==> src/rtl/drive_arbiter.sv <==
// Priority arbiter sharing the steering servo and drive motor between three command sources.
// Inserts a brake dwell before motor reversals/release and a steering-settle dwell before driving.
module drive_arbiter #(
   parameter int BRAKE_CYC  = 8,
   parameter int SETTLE_CYC = 5,
   parameter int CNT_W      = 4
) (
   input  logic       clk,
   input  logic       rst,
   input  logic [2:0] req,
   input  logic [8:0] fw_in,
   input  logic [5:0] motor_in,
   output logic [2:0] front_wheel,
   output logic [1:0] motor,
   output logic [2:0] grant,
   output logic       busy
);

   typedef enum logic [1:0] {S_IDLE, S_SETTLE, S_DRIVE, S_BRAKE} state_t;

   localparam logic [CNT_W-1:0] SETTLE_LAST = CNT_W'(SETTLE_CYC - 1);
   localparam logic [CNT_W-1:0] BRAKE_LAST  = CNT_W'(BRAKE_CYC - 1);
   localparam logic [CNT_W-1:0] BRAKE_SAT   = CNT_W'(BRAKE_CYC);
   localparam logic [1:0]       DIR_NONE    = 2'b00;
   localparam logic [1:0]       DIR_FWD     = 2'b01;
   localparam logic [1:0]       DIR_BACK    = 2'b10;

   state_t           r_state, w_nxt_state;
   logic [CNT_W-1:0] r_cnt, w_nxt_cnt;
   logic [CNT_W-1:0] r_stop_cnt;
   logic [1:0]       r_last_dir;
   logic [2:0]       w_tgt;
   logic [2:0]       w_tgt_fw;
   logic [1:0]       w_tgt_mo;
   logic [1:0]       w_tgt_dir;
   logic             w_reversal;
   logic [2:0]       w_fw;
   logic [1:0]       w_mo;
   logic [2:0]       w_grant;
   logic             w_busy;

   function automatic logic [1:0] dir_of(input logic [1:0] m);
      if (m == 2'b00)      return DIR_NONE;
      else if (m == 2'b10) return DIR_BACK;
      else                 return DIR_FWD;
   endfunction

   // Lowest requesting index wins; re-evaluated every cycle.
   always_comb begin
      w_tgt    = 3'b000;
      w_tgt_fw = fw_in[2:0];
      w_tgt_mo = motor_in[1:0];
      if (req[0]) begin
         w_tgt = 3'b001;
      end else if (req[1]) begin
         w_tgt    = 3'b010;
         w_tgt_fw = fw_in[5:3];
         w_tgt_mo = motor_in[3:2];
      end else if (req[2]) begin
         w_tgt    = 3'b100;
         w_tgt_fw = fw_in[8:6];
         w_tgt_mo = motor_in[5:4];
      end
   end

   assign w_tgt_dir  = dir_of(w_tgt_mo);
   assign w_reversal = (w_tgt_dir != DIR_NONE) && (r_last_dir != DIR_NONE) &&
                       (w_tgt_dir != r_last_dir) && (r_stop_cnt < BRAKE_SAT);

   always_ff @(posedge clk) begin
      if (rst) begin
         r_state     <= S_IDLE;
         r_cnt       <= '0;
         r_stop_cnt  <= BRAKE_SAT;
         r_last_dir  <= DIR_NONE;
         front_wheel <= 3'b000;
         motor       <= 2'b00;
         grant       <= 3'b000;
         busy        <= 1'b0;
      end else begin
         r_state     <= w_nxt_state;
         r_cnt       <= w_nxt_cnt;
         front_wheel <= w_fw;
         motor       <= w_mo;
         grant       <= w_grant;
         busy        <= w_busy;
         // Track the motor value being registered so the reversal check sees the live output.
         if (w_mo != 2'b00) begin
            r_stop_cnt <= '0;
            r_last_dir <= dir_of(w_mo);
         end else if (r_stop_cnt < BRAKE_SAT) begin
            r_stop_cnt <= r_stop_cnt + 1'b1;
         end
      end
   end

   always_comb begin
      w_nxt_state = r_state;
      w_nxt_cnt   = r_cnt;
      case (r_state)
         S_IDLE: begin
            if (req != 3'b000) begin
               w_nxt_state = S_SETTLE;
               w_nxt_cnt   = '0;
            end
         end
         S_SETTLE: begin
            if (req == 3'b000) begin
               w_nxt_state = S_IDLE;
               w_nxt_cnt   = '0;
            end else if (w_tgt != grant) begin
               w_nxt_cnt = '0;
            end else if (r_cnt == SETTLE_LAST) begin
               w_nxt_state = S_DRIVE;
               w_nxt_cnt   = '0;
            end else begin
               w_nxt_cnt = r_cnt + 1'b1;
            end
         end
         S_DRIVE: begin
            if (req == 3'b000 || w_reversal) begin
               w_nxt_state = S_BRAKE;
               w_nxt_cnt   = '0;
            end
         end
         default: begin
            if (r_cnt == BRAKE_LAST) begin
               w_nxt_state = (req != 3'b000) ? S_SETTLE : S_IDLE;
               w_nxt_cnt   = '0;
            end else begin
               w_nxt_cnt = r_cnt + 1'b1;
            end
         end
      endcase
   end

   // Outputs are derived from the state being entered, then registered.
   always_comb begin
      w_fw    = 3'b000;
      w_mo    = 2'b00;
      w_grant = 3'b000;
      w_busy  = 1'b0;
      case (w_nxt_state)
         S_SETTLE: begin
            w_fw    = w_tgt_fw;
            w_grant = w_tgt;
            w_busy  = 1'b1;
         end
         S_DRIVE: begin
            w_fw    = w_tgt_fw;
            w_mo    = w_tgt_mo;
            w_grant = w_tgt;
         end
         S_BRAKE: begin
            w_fw    = front_wheel;
            w_grant = w_tgt;
            w_busy  = 1'b1;
         end
         default: ;
      endcase
   end

endmodule

==> config.mk <==
export PLATFORM = sky130hd
export DESIGN_NAME = drive_arbiter
export DESIGN_NICKNAME = d
export VERILOG_FILES = /design/src/rtl/drive_arbiter.sv
export SDC_FILE = /design/constraint.sdc
export NUM_CORES = 1
export LEC_CHECK = 0
export ABC_CLOCK_PERIOD_IN_PS = 7310
export BUFFER_PORTS_ARGS = -buffer_cell sky130_fd_sc_hd__buf_2
export CORE_UTILIZATION = 55
export CTS_BUF_LIST = sky130_fd_sc_hd__clkbuf_8
export DETAILED_ROUTE_END_ITERATION = 12
export HOLD_SLACK_MARGIN = 0.02
export PLACE_DENSITY = 0.81
export SLEW_MARGIN = 25
export SYNTH_ARGS = -nofsm -noshare
export SYNTH_HDL_FRONTEND = slang
export SYNTH_SLANG_ARGS = --single-unit
==> constraint.sdc <==
create_clock -name clk -period 7.31 [get_ports clk]
set_input_delay 1.462 -clock clk [delete_from_list [all_inputs] [get_ports clk]]
set_output_delay 1.462 -clock clk [all_outputs]
set_load 0.02 [all_outputs]
# [Word level (Yosys, flattened, before mapping)]
# Cells that the tools add are included.
[totals] regBits=21 out_inout_bits=9
[op_classes] muxes=33 eq_ne=13 addsub=2 n_bitwise=1 reduce_logical=19 order_cmp=1
[ops] cell="$mux W4" count=8
[ops] cell="$mux W2" count=14
[ops] cell="$mux W3" count=6
[ops] cell="$pmux W4 S3" count=1
[ops] cell="$eq A2 B2 Y1 const B" count=5
[ops] cell="$add A4 B1 Y4 const B" count=2
[ops] cell="$eq A4 B3 Y1 const B" count=2
[ops] cell="$reduce_bool A2 Y1" count=4
[ops] cell="$reduce_or A2 Y1" count=4
[ops] cell="$logic_not A2 Y1" count=3
[ops] cell="$pmux W2 S3" count=1
[ops] cell="$pmux W3 S2" count=1
[ops] cell="$eq A2 B1 Y1 const B" count=2
[ops] cell="$lt A4 B4 Y1 const B" count=1
[ops] cell="$ne A2 B2 Y1 const B" count=2
[ops] cell="$logic_and A1 B1 Y1" count=3
[ops] cell="$logic_not A3 Y1" count=1
[ops] cell="$ne A3 B3 Y1" count=1
[ops] cell="$reduce_bool A3 Y1" count=1
[ops] cell="$reduce_or A3 Y1" count=1
[ops] cell="$mux W1" count=2
[ops] cell="$ne A2 B2 Y1" count=1
[ops] cell="$reduce_and A2 Y1" count=1
[ops] cell="$logic_or A1 B1 Y1" count=1
[ops] cell="$not A1 Y1" count=1

# [Logic depth before layout (Yosys ltp)]
# Gate-level depths: netlist of the first run.
[logic_depth] word_depth=18 mapped_depth=10

# [Least setup slack after synthesis of the first run]
# No wires, ideal clock.
[synth_timing] path_type="input to register" start="input port req[1]" end="register front_wheel[0]" setup_ns=0.070 path_slack_ns=3.663 cell_stages=10 arrival_time_ns=3.577 cell_sequence="buf_4 -> nor3b_1 -> mux2_2 -> o31a_1 -> a211o_1 -> and2_1 -> ha_1 -> o21ai_0 -> a211o_1 -> a21oi_1"
[synth_via] elab_chain_len=15 word_cells_on_any_way=31
[synth_rtl] element="from (decl)" line="10" source="input logic [2:0] req,"
[synth_rtl] element="$mux W2" line="55" source="end else if (req[1]) begin"
[synth_rtl] element="$mux W2" line="53" source="if (req[0]) begin"
[synth_rtl] element="$eq A2 B2 Y1" line="44" source="else if (m == 2'b10) return DIR_BACK;"
[synth_rtl] element="$mux W2" line="44"
[synth_rtl] element="$mux W2" line="43" source="if (m == 2'b00) return DIR_NONE;"
[synth_rtl] element="$reduce_bool A2 Y1" line="67" source="assign w_reversal = (w_tgt_dir != DIR_NONE) && (r_last_dir != DIR_NONE) &&"
[synth_rtl] element="$logic_and A1 B1 Y1 (2 in series)" line="67"
[synth_rtl] element="$logic_and A1 B1 Y1" line="68" source="(w_tgt_dir != r_last_dir) && (r_stop_cnt < BRAKE_SAT);"
[synth_rtl] element="$logic_or A1 B1 Y1" line="121" source="if (req == 3'b000 || w_reversal) begin"
[synth_rtl] element="$mux W2" line="121"
[synth_rtl] element="$pmux W2 S3 *" line="100" source="case (r_state)"
[synth_rtl] element="named net w_nxt_state[0]" line="28" source="state_t r_state, w_nxt_state;"
[synth_rtl] element="$eq A2 B1 Y1 or $eq A2 B2 Y1 (tied branches)" line="143" source="case (w_nxt_state)"
[synth_rtl] element="$reduce_or A2 Y1 (no line)"
[synth_rtl] element="$pmux W3 S2" line="143"
[synth_rtl] element="to (signal assigned)" line="83" source="front_wheel <= w_fw;"
[synth_rtl] element="to (decl)" line="13" source="output logic [2:0] front_wheel,"
# Mark *: on every way through the listed nets, which the timed path passes. The rest lies on a longest branch.
# A chain may end at the register's enable or synchronous reset.

# [Worst setup path after layout of the first run]
[layout_timing] start="input port req[0]" end="register front_wheel[1]"
[layout_via] elab_chain_len=14 word_cells_on_any_way=28
[layout_rtl] element="$mux W2" line="53"
[layout_rtl] element="$eq A2 B2 Y1" line="44"
[layout_rtl] element="$mux W2" line="44"
[layout_rtl] element="$mux W2" line="43"
[layout_rtl] element="$reduce_bool A2 Y1" line="67"
[layout_rtl] element="$logic_and A1 B1 Y1 (2 in series)" line="67"
[layout_rtl] element="$logic_and A1 B1 Y1" line="68"
[layout_rtl] element="$logic_or A1 B1 Y1" line="121"
[layout_rtl] element="$mux W2" line="121"
[layout_rtl] element="$pmux W2 S3 *" line="100"
[layout_rtl] element="named net w_nxt_state[0]" line="28"
[layout_rtl] element="$eq A2 B1 Y1 or $eq A2 B2 Y1 (tied branches)" line="143"
[layout_rtl] element="$reduce_or A2 Y1 (no line)"
[layout_rtl] element="$pmux W3 S2" line="143"
# Marked as above.

==> key figures, run 1 <==
Synthesis
  • Avg Inst Size Synth: between 8 and 9 um2
  • Synth cell types: a little over 50
  • Seq/Total Area, Yosys: 33.1%
  • Seq cells post-synth: 21
  • Most frequent cell after synthesis: dfxtp_1
  • Syn_nets: between 150 and 200
  • Most common flop cell mapped by yosys: dfxtp_1
  • Area of the mapped netlist: 1270 um2
  • Fraction of registers with async set or reset after synthesis: 0%
  • Number of synthesis warnings: 0
  • Top-area cell type share of the netlist area: around 33%
  • Post-synth top cells: 21 x dfxtp_1, 15 x nor2_1, 11 x nand2_1
  • Synth top area cells: dfxtp_1 33%, ha_1 6.9%, nor2_1 4.4%
  • Mapped Cells: between 100 and 150
  • EDFF count, synth: 0
  • Leading area contributor after synthesis: dfxtp_1

Pwr
  • Switching share of power: ~26%
  • Int Pwr: about 170 uW
  • Logic pwr share: between 10% and 20%
  • Sw power: ~60 uW
  • Clk network pwr share: ~32%
  • LEAKAGE: roughly 0.64 nW
  • Peak supply drop: 0.000129 V
  • Pwr Density: 158 nW/um2
  • Sequential share of power: 51.5%

Route
  • DR vias: around 1100
  • Post-DR vias/cell: 5.76
  • DR DRC count: 0
  • DR WL/cell: ~13 um
  • Final ANT Viol Nets: 0
  • First-pass DRT Iterations: 4
  • Iter 0 DRT Violations: 40
  • Routed WL: ~2600 um

Timing
  • Post-route minimum period: 3.63 ns
  • Final setup viols: 0
  • Fin Clk Skew: about 0.0078 ns
  • Setup TNS: 0 ns
  • Fin. Hold Viols: 0
  • RSZ-0062 raised after global routing: no
  • Worst-Margin Slew: just over 0.4 ns
  • Period utilization: roughly half
  • Final hold slack: about 0.45 ns
  • Peak Freq: around 280 MHz
  • Slew Limit Fails: 0
  • Worst slew margin: approximately 72%

Setup path
  • Crit end category: flop
  • Worst R2R Setup Slack: 4.94 ns
  • R2R Path Start: grant[1]$_SDFF_PP0_
  • CP startpoint kind: input port
  • Critical path type: in2reg
  • Worst Reg-to-Reg Cells: 9
  • Critical Path Start: req[0]
  • Critical Path RT: approximately 7.5 ns
  • R2r endpoint: r_last_dir[0]$_SDFFE_PP0P_
  • Crit path DAT: 3.82 ns
  • Crit path max fanout: 12

Clocking
  • # resized after CTS: 0
  • CTS root buffer: clkbuf_8
  • CTS sink cnt: 21
  • Post-CTS setup buffer count: 0
  • Reg clk slew, reported paths: 0.08 ns
  • TritonCTS clock tree: yes
  • H-Tree Level Count: 1
  • Worst-skew pair later-pin latency: about 0.26 ns
  • Longest Clk Path Bufs: 2
  • TritonCTS Buffers: 3
  • # hold bufs at CTS: 0

Hold path
  • HP Class: reg2reg
  • Critical hold path startpoint: front_wheel[1]$_SDFFE_PP0P_
  • Hold Path Depth: 2
  • Worst hold endpoint: front_wheel[1]$_SDFFE_PP0P_

Cells and area
  • Antenna diodes: 0
  • Share of layout cells above drive strength 1: between 20% and 30%
  • Final cell count without fillers: roughly 200
  • Nets: between 150 and 200
  • Area Overhead vs Synth: 15.0%
  • Final instance area: about 1500 um2

GRT
  • Initial antenna violation count: 0
  • Vias in the first global route: between 1000 and 1500
  • GRT Total Usage: between 20% and 30%
  • Largest net degree at the start of global routing: 21
  • GRT overflow: 0
  • First-pass GRT wire length: approximately 4500 um

Floorplanning
  • Die Wd: 50.1 um
  • Starting Density: 58.0%
  • Die ar.: about 2500 um2
  • IO Count: 29
  • Site Rows: 17
  • Die Ht: 50.1 um
  • Core area: about 2200 um2

Run status
  • Run status: complete, no violations

Placement
  • Placed Area: 1420 um2
  • # port buffers: 28
  • Placed Instances: 195
  • Gpl congestion: around 0.8
  • Hpwl dp: about 2000 um

Run
  • Max_cap viols: 0
==> worst max-delay path: stages <==
cell and delay (ns):
buf_2 0.18, nor3b_1 0.28, mux2_2 0.41, o31a_1 0.25
a211o_1 0.26, and2_1 0.17, ha_1 0.31, o21ai_0 0.10
a211o_1 0.28, a21oi_1 0.13
==> layout make-up <==
type                            count  area (um2)
Multi-Input combinational cell    110         791
Clock buffer                        3        41.3
Clock inverter                      1        3.75
Tap cell                           28        35.0
Timing Repair Buffer               28         140
Sequential cell                    21         420
Fill cell                         193         729
Inverter                            8        30.0
==> flip-flops by register name (all words and copies together), names as in the netlist <==
signal,cells
motor,2
r_cnt,4
r_state,2
r_last_dir,2
busy,1
front_wheel,3
grant,3
r_stop_cnt,4
==> per-stage QoR <==
step	worst slack [ns]	total power, mW	util (%)
2_1_floorplan	3.66	0.148	-
3_3_place_gp	3.52	0.158	64.6
3_5_place_dp	3.46	0.159	64.6
4_1_cts	3.70	0.233	66.7
5_1_grt	3.55	0.242	66.7
6_report	3.68	0.231	66.7
==> layer usage <==
| metal | GRT usage (%) | vias up | share of wire [%] |
|---|---|---|---|
| met1 | 31.1 | 531 | 46 |
| met4 | 11.0 | 0 | 1.4 |
| met5 | 0 | - | 0 |
| li1 | - | 578 | - |
| met2 | 36.2 | 32 | 48 |
| met3 | 4.63 | 6 | 4.9 |
==> logic make-up after synthesis <==
kind of cell	count (synthesis)	share of synthesized area, %
fa+ha+maj	7	6.89
flops	21	33.1
buf+inv	13	4.72
xor+xnor	4	2.76
compound gates	39	24.8
simple gates	57	25.3
mux	3	2.46
==> power by group through the flow <==
stage / clock network (mW) / registers, mW / logic, mW
floorplan: 0 / 0.125 / 0.0229
global placement: 0 / 0.122 / 0.0362
detailed placement: 0 / 0.122 / 0.0373
CTS: 0.0765 / 0.119 / 0.0374
global route: 0.0817 / 0.119 / 0.0412
finish: 0.0746 / 0.119 / 0.0374
==> cell usage in the layout (no fill, tap or decap), types with 3 or more instances in the layout <==
master / Yosys / routed
nor3_1: 3 / 3
a21oi_1: 4 / 4
nand2_1: 11 / 11
ha_1: 7 / 7
inv_1: 8 / 9
nand2b_1: 3 / 3
o22ai_1: 6 / 6
dfxtp_1: 21 / 21
a211o_1: 4 / 4
o21ai_0: 5 / 5
xnor2_1: 3 / 3
nor2_1: 15 / 15
buf_2: 0 / 28
nor2b_1: 5 / 5
o31ai_1: 3 / 3
clkbuf_8: 0 / 3
==> how the worst max path moves through the flow <==
stage | cells after the start | to | slack, ns
after floorplan | 10 | front_wheel[0]$_SDFFE_PP0P_ | 3.66
after global placement | 10 | front_wheel[2]$_SDFFE_PP0P_ | 3.52
after detailed placement | 10 | front_wheel[0]$_SDFFE_PP0P_ | 3.46
after CTS | 10 | front_wheel[0]$_SDFFE_PP0P_ | 3.70
after global routing | 10 | front_wheel[0]$_SDFFE_PP0P_ | 3.55
final | 10 | front_wheel[1]$_SDFFE_PP0P_ | 3.68
(Power assumes the default switching activity.)
==> run 2: changes to the inputs <==
--- a/config.mk
+++ b/config.mk
@@ -5,13 +5,13 @@
 export SDC_FILE = /design/constraint.sdc
 export NUM_CORES = 1
 export LEC_CHECK = 0
-export ABC_CLOCK_PERIOD_IN_PS = 7310
+export ABC_CLOCK_PERIOD_IN_PS = 3300
 export BUFFER_PORTS_ARGS = -buffer_cell sky130_fd_sc_hd__buf_2
-export CORE_UTILIZATION = 55
+export CORE_UTILIZATION = 50
 export CTS_BUF_LIST = sky130_fd_sc_hd__clkbuf_8
 export DETAILED_ROUTE_END_ITERATION = 12
 export HOLD_SLACK_MARGIN = 0.02
-export PLACE_DENSITY = 0.81
+export PLACE_DENSITY = 0.78
 export SLEW_MARGIN = 25
 export SYNTH_ARGS = -nofsm -noshare
 export SYNTH_HDL_FRONTEND = slang
==> constraint.sdc (replaced) <==
create_clock -name clk -period 3.3 [get_ports clk]
set_input_delay 0.66 -clock clk [delete_from_list [all_inputs] [get_ports clk]]
set_output_delay 0.66 -clock clk [all_outputs]
set_load 0.02 [all_outputs]
==> run 2 against run 1 <==
Against the previous run:
- critical path depth stayed put
- largest cell class unchanged
- sequential power is 120% higher
- combinational power is 120% higher
- clock power is 120% higher
- clock-buffer cell count stayed put
==> key figures, run 2 (synthesized netlist as in run 1, its figures left out) <==
Floorplanning
  • Die ar.: 2750 um2 (+9.6%)
  • Site Rows: 17 (unchanged)
  • Starting Density: 55.3% (-2.7 points)
  • IO Count: 29 (unchanged)
  • Core area: 2300 um2 (+4.9%)
  • Die Wd: 52.4 um (+4.7%)
  • Die Ht: 52.4 um (+4.7%)

Clocking
  • Worst-skew pair later-pin latency: 0.26 ns (about the same)
  • TritonCTS clock tree: yes
  • CTS sink cnt: 21 (unchanged)
  • H-Tree Level Count: 1 (unchanged)
  • CTS root buffer: clkbuf_8
  • # hold bufs at CTS: 0 (unchanged)
  • Reg clk slew, reported paths: 0.08 ns (about the same)
  • Post-CTS setup buffer count: 0 (unchanged)
  • Longest Clk Path Bufs: 2 (unchanged)
  • # resized after CTS: 0 (unchanged)
  • TritonCTS Buffers: 3 (unchanged)

Setup path
  • Slowest cell on crit path: mux2_2
  • CP cell instances: buf_2, nor3b_1, mux2_2, o31a_1, a211o_1, and2_1, ha_1, o21ai_0, a211o_1, a21oi_1
  • Crit end category: flop
  • Critical Path Max Stage Delay: 0.41 ns (about the same)
  • End of the critical path: front_wheel[2]$_SDFFE_PP0P_
  • R2r endpoint: r_last_dir[0]$_SDFFE_PP0P_
  • Most used cell, CP: a211o_1
  • Worst Reg-to-Reg Cells: 9 (unchanged)
  • Crit path DAT: 3.01 ns (-0.81 ns)
  • Critical Path Start: req[0]
  • Critical path type: in2reg
  • R2R Path Start: grant[1]$_SDFF_PP0_
  • CP startpoint kind: input port
  • Worst R2R Setup Slack: 0.91 ns (-4.03 ns)
  • Crit path max fanout: 12 (unchanged)
  • Critical Path RT: 3.50 ns (-4.01 ns)

Timing
  • RSZ-0062 raised after global routing: no
  • Final setup viols: 0 (unchanged)
  • Fin Clk Skew: 0.00726 ns (-0.000523 ns)
  • Post-route minimum period: 2.82 ns
  • Worst-Margin Slew: 0.426 ns (+0.0148 ns)
  • Peak Freq: 355 MHz
  • Worst slew margin: 71.6% (-0.88 points)
  • Fin. Hold Viols: 0 (unchanged)
  • Setup TNS: 0 ns (unchanged)
  • Period utilization: 85.4%
  • Slew Limit Fails: 0 (unchanged)

Cells and area
  • Antenna diodes: 0 (unchanged)
  • Area Overhead vs Synth: 15.0% (unchanged)
  • Nets: 199 (unchanged)
  • Fillers: 211 (+9.3%)
  • Commonest non-fill, non-tap cell in the layout: buf_2
  • Most frequent cells in the layout: 28 x buf_2, 21 x dfxtp_1, 15 x nor2_1
  • Share of layout cells above drive strength 1: 25.1% (unchanged)
  • Final instance area: 1460 um2 (unchanged)
  • Regs by FF count: r_cnt: 4 flops, r_stop_cnt: 4 flops

Run status
  • Run status: complete, no violations

Route
  • DR vias: 1157 (+0.87%)
  • First-pass DRT Iterations: 4 (unchanged)
  • DR WL/cell: 13.3 um (+1.6%)
  • DR DRC count: 0 (unchanged)
  • Routed WL: 2640 um (+1.6%)
  • Post-DR vias/cell: 5.81 (+0.87%)
  • Iter 0 DRT Violations: 19 (-53%)
  • Final ANT Viol Nets: 0 (unchanged)

GRT
  • First-pass GRT wire length: 4420 um (-1.7%)
  • Initial antenna violation count: 0 (unchanged)
  • Vias in the first global route: 1022 (-3.1%)
  • Largest net degree at the start of global routing: 21 (unchanged)
  • GRT overflow: 0 (unchanged)
  • GRT Total Usage: 21.8% (-1.7 points)

Placement
  • Hpwl dp: 2000 um (+1.7%)
  • Gpl congestion: 0.810 (+1.6%)
  • Placed Area: 1420 um2 (unchanged)
  • # port buffers: 28 (unchanged)

Pwr
  • LEAKAGE: 0.638 nW (unchanged)
  • Peak supply drop: 0.000269 V (+110%)
  • Pwr Density: 352 nW/um2 (+120%)

Hold path
  • HP Class: reg2reg
  • Critical hold path startpoint: front_wheel[0]$_SDFFE_PP0P_

Run
  • Max_cap viols: 0 (unchanged)
[run 2: cell counts in the layout (fill, tap and decap cells not counted)]
Identical to the previous run, type by type.
[run 2: where the power goes]
part / switching [mW] / leakage (nW) / internal [mW]
registers: 0.00426 / 0.171 / 0.260
clock network: 0.0836 / 0.0269 / 0.0829
logic: 0.0467 / 0.439 / 0.0363
total: 0.135 / 0.638 / 0.379
[run 2: stage by stage]
| stage | setup WS, ns | util [%] | total power [mW] | std cells | hold slack (ns) |
|---|---|---|---|---|---|
| after floorplan | 0.455 | - | 0.327 | 144 | 0.454 |
| after global placement | 0.305 | 61.7 | 0.350 | 195 | 0.438 |
| after detailed placement | 0.229 | 61.7 | 0.352 | 195 | 0.457 |
| after CTS | 0.494 | 63.6 | 0.518 | 199 | 0.468 |
| after global routing | 0.297 | 63.6 | 0.536 | 199 | 0.481 |
| final | 0.482 | 63.6 | 0.514 | 199 | 0.468 |
[run 2: routing by layer]
layer / global-route usage, % / share of wire (%) / wire length [um]
met4: 10.5 / 1.7 / 46
met5: 0 / 0 / 0
met1: 28.8 / 51 / 1330
met3: 2.61 / 2.7 / 72
met2: 34.8 / 45 / 1190
[run 2: how the worst min path moves through the flow]
stage                     slack [ns]  depth (start not counted)                           to
after global routing            0.48                          2  front_wheel[2]$_SDFFE_PP0P_
after global placement          0.44                          2  front_wheel[1]$_SDFFE_PP0P_
after CTS                       0.47                          2  front_wheel[2]$_SDFFE_PP0P_
final                           0.47                          2  front_wheel[0]$_SDFFE_PP0P_
after floorplan                 0.45                          2   r_last_dir[0]$_SDFFE_PP0P_
after detailed placement        0.46                          2  front_wheel[2]$_SDFFE_PP0P_
[run 2: final cells by class]
class	count	area [um2]	area share, %
timing repair buffer	28	140	9.59
clock buffer	3	41.3	2.83
tap	28	35.0	2.40
sequential	21	420	28.8
multi-input combinational	110	791	54.1
inverter	8	30.0	2.05
clock inverter	1	3.75	0.257
[run 2: worst max-delay path: cells and delay by family]
| kind | cells | cell delay, ns |
|---|---|---|
| multiplexers | 1 | 0.41 |
| AO/OA/AOI/OAI | 5 | 1.00 |
| adder cells (fa/ha/maj) | 1 | 0.30 |
| buffers and inverters | 1 | 0.17 |
| AND/OR/NAND/NOR | 2 | 0.45 |
==> run 3: changes to the inputs <==
--- a/config.mk
+++ b/config.mk
@@ -7,11 +7,13 @@
 export LEC_CHECK = 0
 export ABC_CLOCK_PERIOD_IN_PS = 3300
 export BUFFER_PORTS_ARGS = -buffer_cell sky130_fd_sc_hd__buf_2
+export CORE_ASPECT_RATIO = 0.75
 export CORE_UTILIZATION = 50
 export CTS_BUF_LIST = sky130_fd_sc_hd__clkbuf_8
 export DETAILED_ROUTE_END_ITERATION = 12
 export HOLD_SLACK_MARGIN = 0.02
 export PLACE_DENSITY = 0.78
+export RECOVER_POWER = 50
 export SLEW_MARGIN = 25
 export SYNTH_ARGS = -nofsm -noshare
 export SYNTH_HDL_FRONTEND = slang
==> run 3 against run 2 <==
Against the previous run:
- clock skew is 0.0044 ns higher
- highest routed layer unchanged
- utilization fell by 1.6 points
- maximum frequency fell by 2.3%
==> key figures, run 3 (synthesized netlist as in run 1, its figures left out) <==
Run status
  • Run status: complete, no violations

Clocking
  • Reg clk slew, reported paths: 0.07 ns (about the same)
  • # hold bufs at CTS: 0 (unchanged)
  • Post-CTS setup buffer count: 0 (unchanged)
  • TritonCTS clock tree: yes
  • Longest Clk Path Bufs: 2 (unchanged)
  • Worst-skew pair later-pin latency: 0.27 ns (about the same)
  • H-Tree Level Count: 1 (unchanged)
  • # resized after CTS: 0 (unchanged)
  • CTS sink cnt: 21 (unchanged)
  • CTS root buffer: clkbuf_8
  • TritonCTS Buffers: 3 (unchanged)

Cells and area
  • Fillers: 219 (+3.8%)
  • Final cell count without fillers: 205 (+3.0%)
  • Share of layout cells above drive strength 1: 18.7% (-6.4 points)
  • Nets: 199 (unchanged)
  • Commonest non-fill, non-tap cell in the layout: dfxtp_1
  • FF+latch area: 420 um2 (unchanged)
  • Antenna diodes: 0 (unchanged)
  • Area Overhead vs Synth: 14.4%
  • Most frequent cells in the layout: 21 x dfxtp_1, 19 x buf_2, 15 x nor2_1
  • Area of the multi-input gates: 787 um2 (-0.47%)
  • Regs by FF count: r_cnt: 4 flops, r_stop_cnt: 4 flops

Timing
  • Peak Freq: 347 MHz (-2.3%)
  • Post-route minimum period: 2.88 ns (+0.0651 ns)
  • RSZ-0062 raised after global routing: no
  • Worst slew margin: 71.1% (-0.48 points)
  • Period utilization: 87.4% (+2.0 points)
  • Final setup viols: 0 (unchanged)
  • Slew Limit Fails: 0 (unchanged)
  • Worst-Margin Slew: 0.432 ns (+0.00549 ns)
  • Slack of the critical path: 0.417 ns (-0.0651 ns)
  • Fin. Hold Viols: 0 (unchanged)
  • Fin Clk Skew: 0.0116 ns (+0.00438 ns)
  • Setup TNS: 0 ns (unchanged)

GRT
  • GRT Total Usage: 23.4% (+1.6 points)
  • Largest net degree at the start of global routing: 21 (unchanged)
  • Initial antenna violation count: 0 (unchanged)
  • Vias in the first global route: 1061 (+3.8%)
  • First-pass GRT wire length: 4750 um (+7.7%)
  • GRT overflow: 0 (unchanged)

Setup path
  • CP startpoint kind: input port
  • Crit path DAT: 3.07 ns (+0.06 ns)
  • R2r endpoint: front_wheel[0]$_SDFFE_PP0P_
  • Worst R2R Setup Slack: 0.85 ns (-0.06 ns)
  • Critical path type: in2reg
  • Crit end category: flop
  • Worst Reg-to-Reg Cells: 9 (unchanged)
  • Crit path max fanout: 12 (unchanged)
  • R2R Path Start: r_state[0]$_SDFF_PP0_
  • Critical Path RT: 3.49 ns (about the same)

Hold path
  • Hold Path Depth: 2 (unchanged)
  • Worst hold endpoint: front_wheel[2]$_SDFFE_PP0P_
  • Critical hold path startpoint: front_wheel[2]$_SDFFE_PP0P_
  • HP Class: reg2reg

Run
  • Max_cap viols: 0 (unchanged)

Route
  • Routed WL: 2870 um (+8.8%)
  • DR WL/cell: 14.0 um (+5.6%)
  • DR DRC count: 0 (unchanged)
  • Post-DR vias/cell: 5.69 (-2.1%)
  • First-pass DRT Iterations: 4 (unchanged)
  • Iter 0 DRT Violations: 66 (+47)
  • DR vias: 1167 (+0.86%)
  • Final ANT Viol Nets: 0 (unchanged)

Pwr
  • Sw power: 137 uW (+1.5%)
  • Int Pwr: 377 uW (-0.48%)
  • Logic pwr share: 16.0% (-0.2 points)
  • Peak supply drop: 0.000244 V (-9.4%)
  • Switching share of power: 26.6% (+0.37 points)
  • Sequential share of power: 51.5% (about the same)
  • Pwr Density: 353 nW/um2 (+0.54%)
  • LEAKAGE: 0.602 nW (-5.6%)
  • Clk network pwr share: 32.5% (about the same)

Floorplanning
  • Die Wd: 60.2 um (+15%)
  • Die ar.: 2750 um2 (about the same)
  • IO Count: 29 (unchanged)
  • Core area: 2350 um2 (+2.1%)
  • Site Rows: 15 (-2)
  • Starting Density: 54.2% (-1.2 points)
  • Die Ht: 45.7 um (-13%)

Placement
  • Hpwl dp: 2230 um (+11%)
  • Placed Instances: 201 (+3.1%)
  • # port buffers: 28 (unchanged)
  • Gpl congestion: 0.761 (-6.1%)
  • DP Worst Slack: 0.208 ns (-0.0218 ns)
run 3: changes by cell type in the layout (fill, tap and decap cells not counted), sizes merged:
cell / before / now
buf: 28 / 19
clkbuf: 3 / 12
run 3: through the flow:
stage	util, %	hold WS (ns)	total power [mW]	instance area (um2)
floorplan	-	0.454	0.327	1270
global placement	60.7	0.443	0.351	1420
detailed placement	60.7	0.453	0.354	1420
CTS	62.6	0.463	0.519	1470
global route	62.0	0.486	0.539	1450
finish	62.0	0.466	0.514	1450
run 3: worst max-delay path by stage:
stage          startpoint                          end
2_1_floorplan      req[1]  front_wheel[0]$_SDFFE_PP0P_
3_3_place_gp       req[0]  front_wheel[2]$_SDFFE_PP0P_
3_5_place_dp       req[2]  front_wheel[0]$_SDFFE_PP0P_
4_1_cts            req[2]  front_wheel[0]$_SDFFE_PP0P_
5_1_grt            req[0]  front_wheel[0]$_SDFFE_PP0P_
6_report           req[0]  front_wheel[0]$_SDFFE_PP0P_
run 3: critical path, stage by stage:
cell and delay, ns:
buf_2 0.17, nor3b_1 0.31, mux2_1 0.44, o31a_1 0.26
a211o_1 0.25, and2_1 0.17, ha_1 0.29, o21ai_0 0.09
a211o_1 0.27, a21oi_1 0.14
run 3: area by class of cell:
| type | instances | area share [%] |
|---|---|---|
| multi-input cells | 110 | 54.1 |
| flip-flops and latches | 21 | 28.9 |
| repair buffers | 28 | 8.86 |
| well taps | 34 | 2.93 |
| clock buffers | 3 | 2.84 |
| inverters | 8 | 2.07 |
| clock inverters | 1 | 0.258 |
run 3: power by group through the flow:
| stage | Clock, mW | Sequential, mW | Combinational, mW |
|---|---|---|---|
| 2_1_floorplan | 0 | 0.276 | 0.0508 |
| 3_3_place_gp | 0 | 0.270 | 0.0812 |
| 3_5_place_dp | 0 | 0.270 | 0.0834 |
| 4_1_cts | 0.171 | 0.264 | 0.0838 |
| 5_1_grt | 0.185 | 0.265 | 0.0892 |
| 6_report | 0.167 | 0.265 | 0.0821 |
run 3: per-layer routing:
metal	routed length (um)	up-vias	track usage, %
li1	-	576	-
met5	0	-	0
met3	127	5	5.11
met4	23	0	6.51
met2	1320	36	36.5
met1	1400	550	32.6
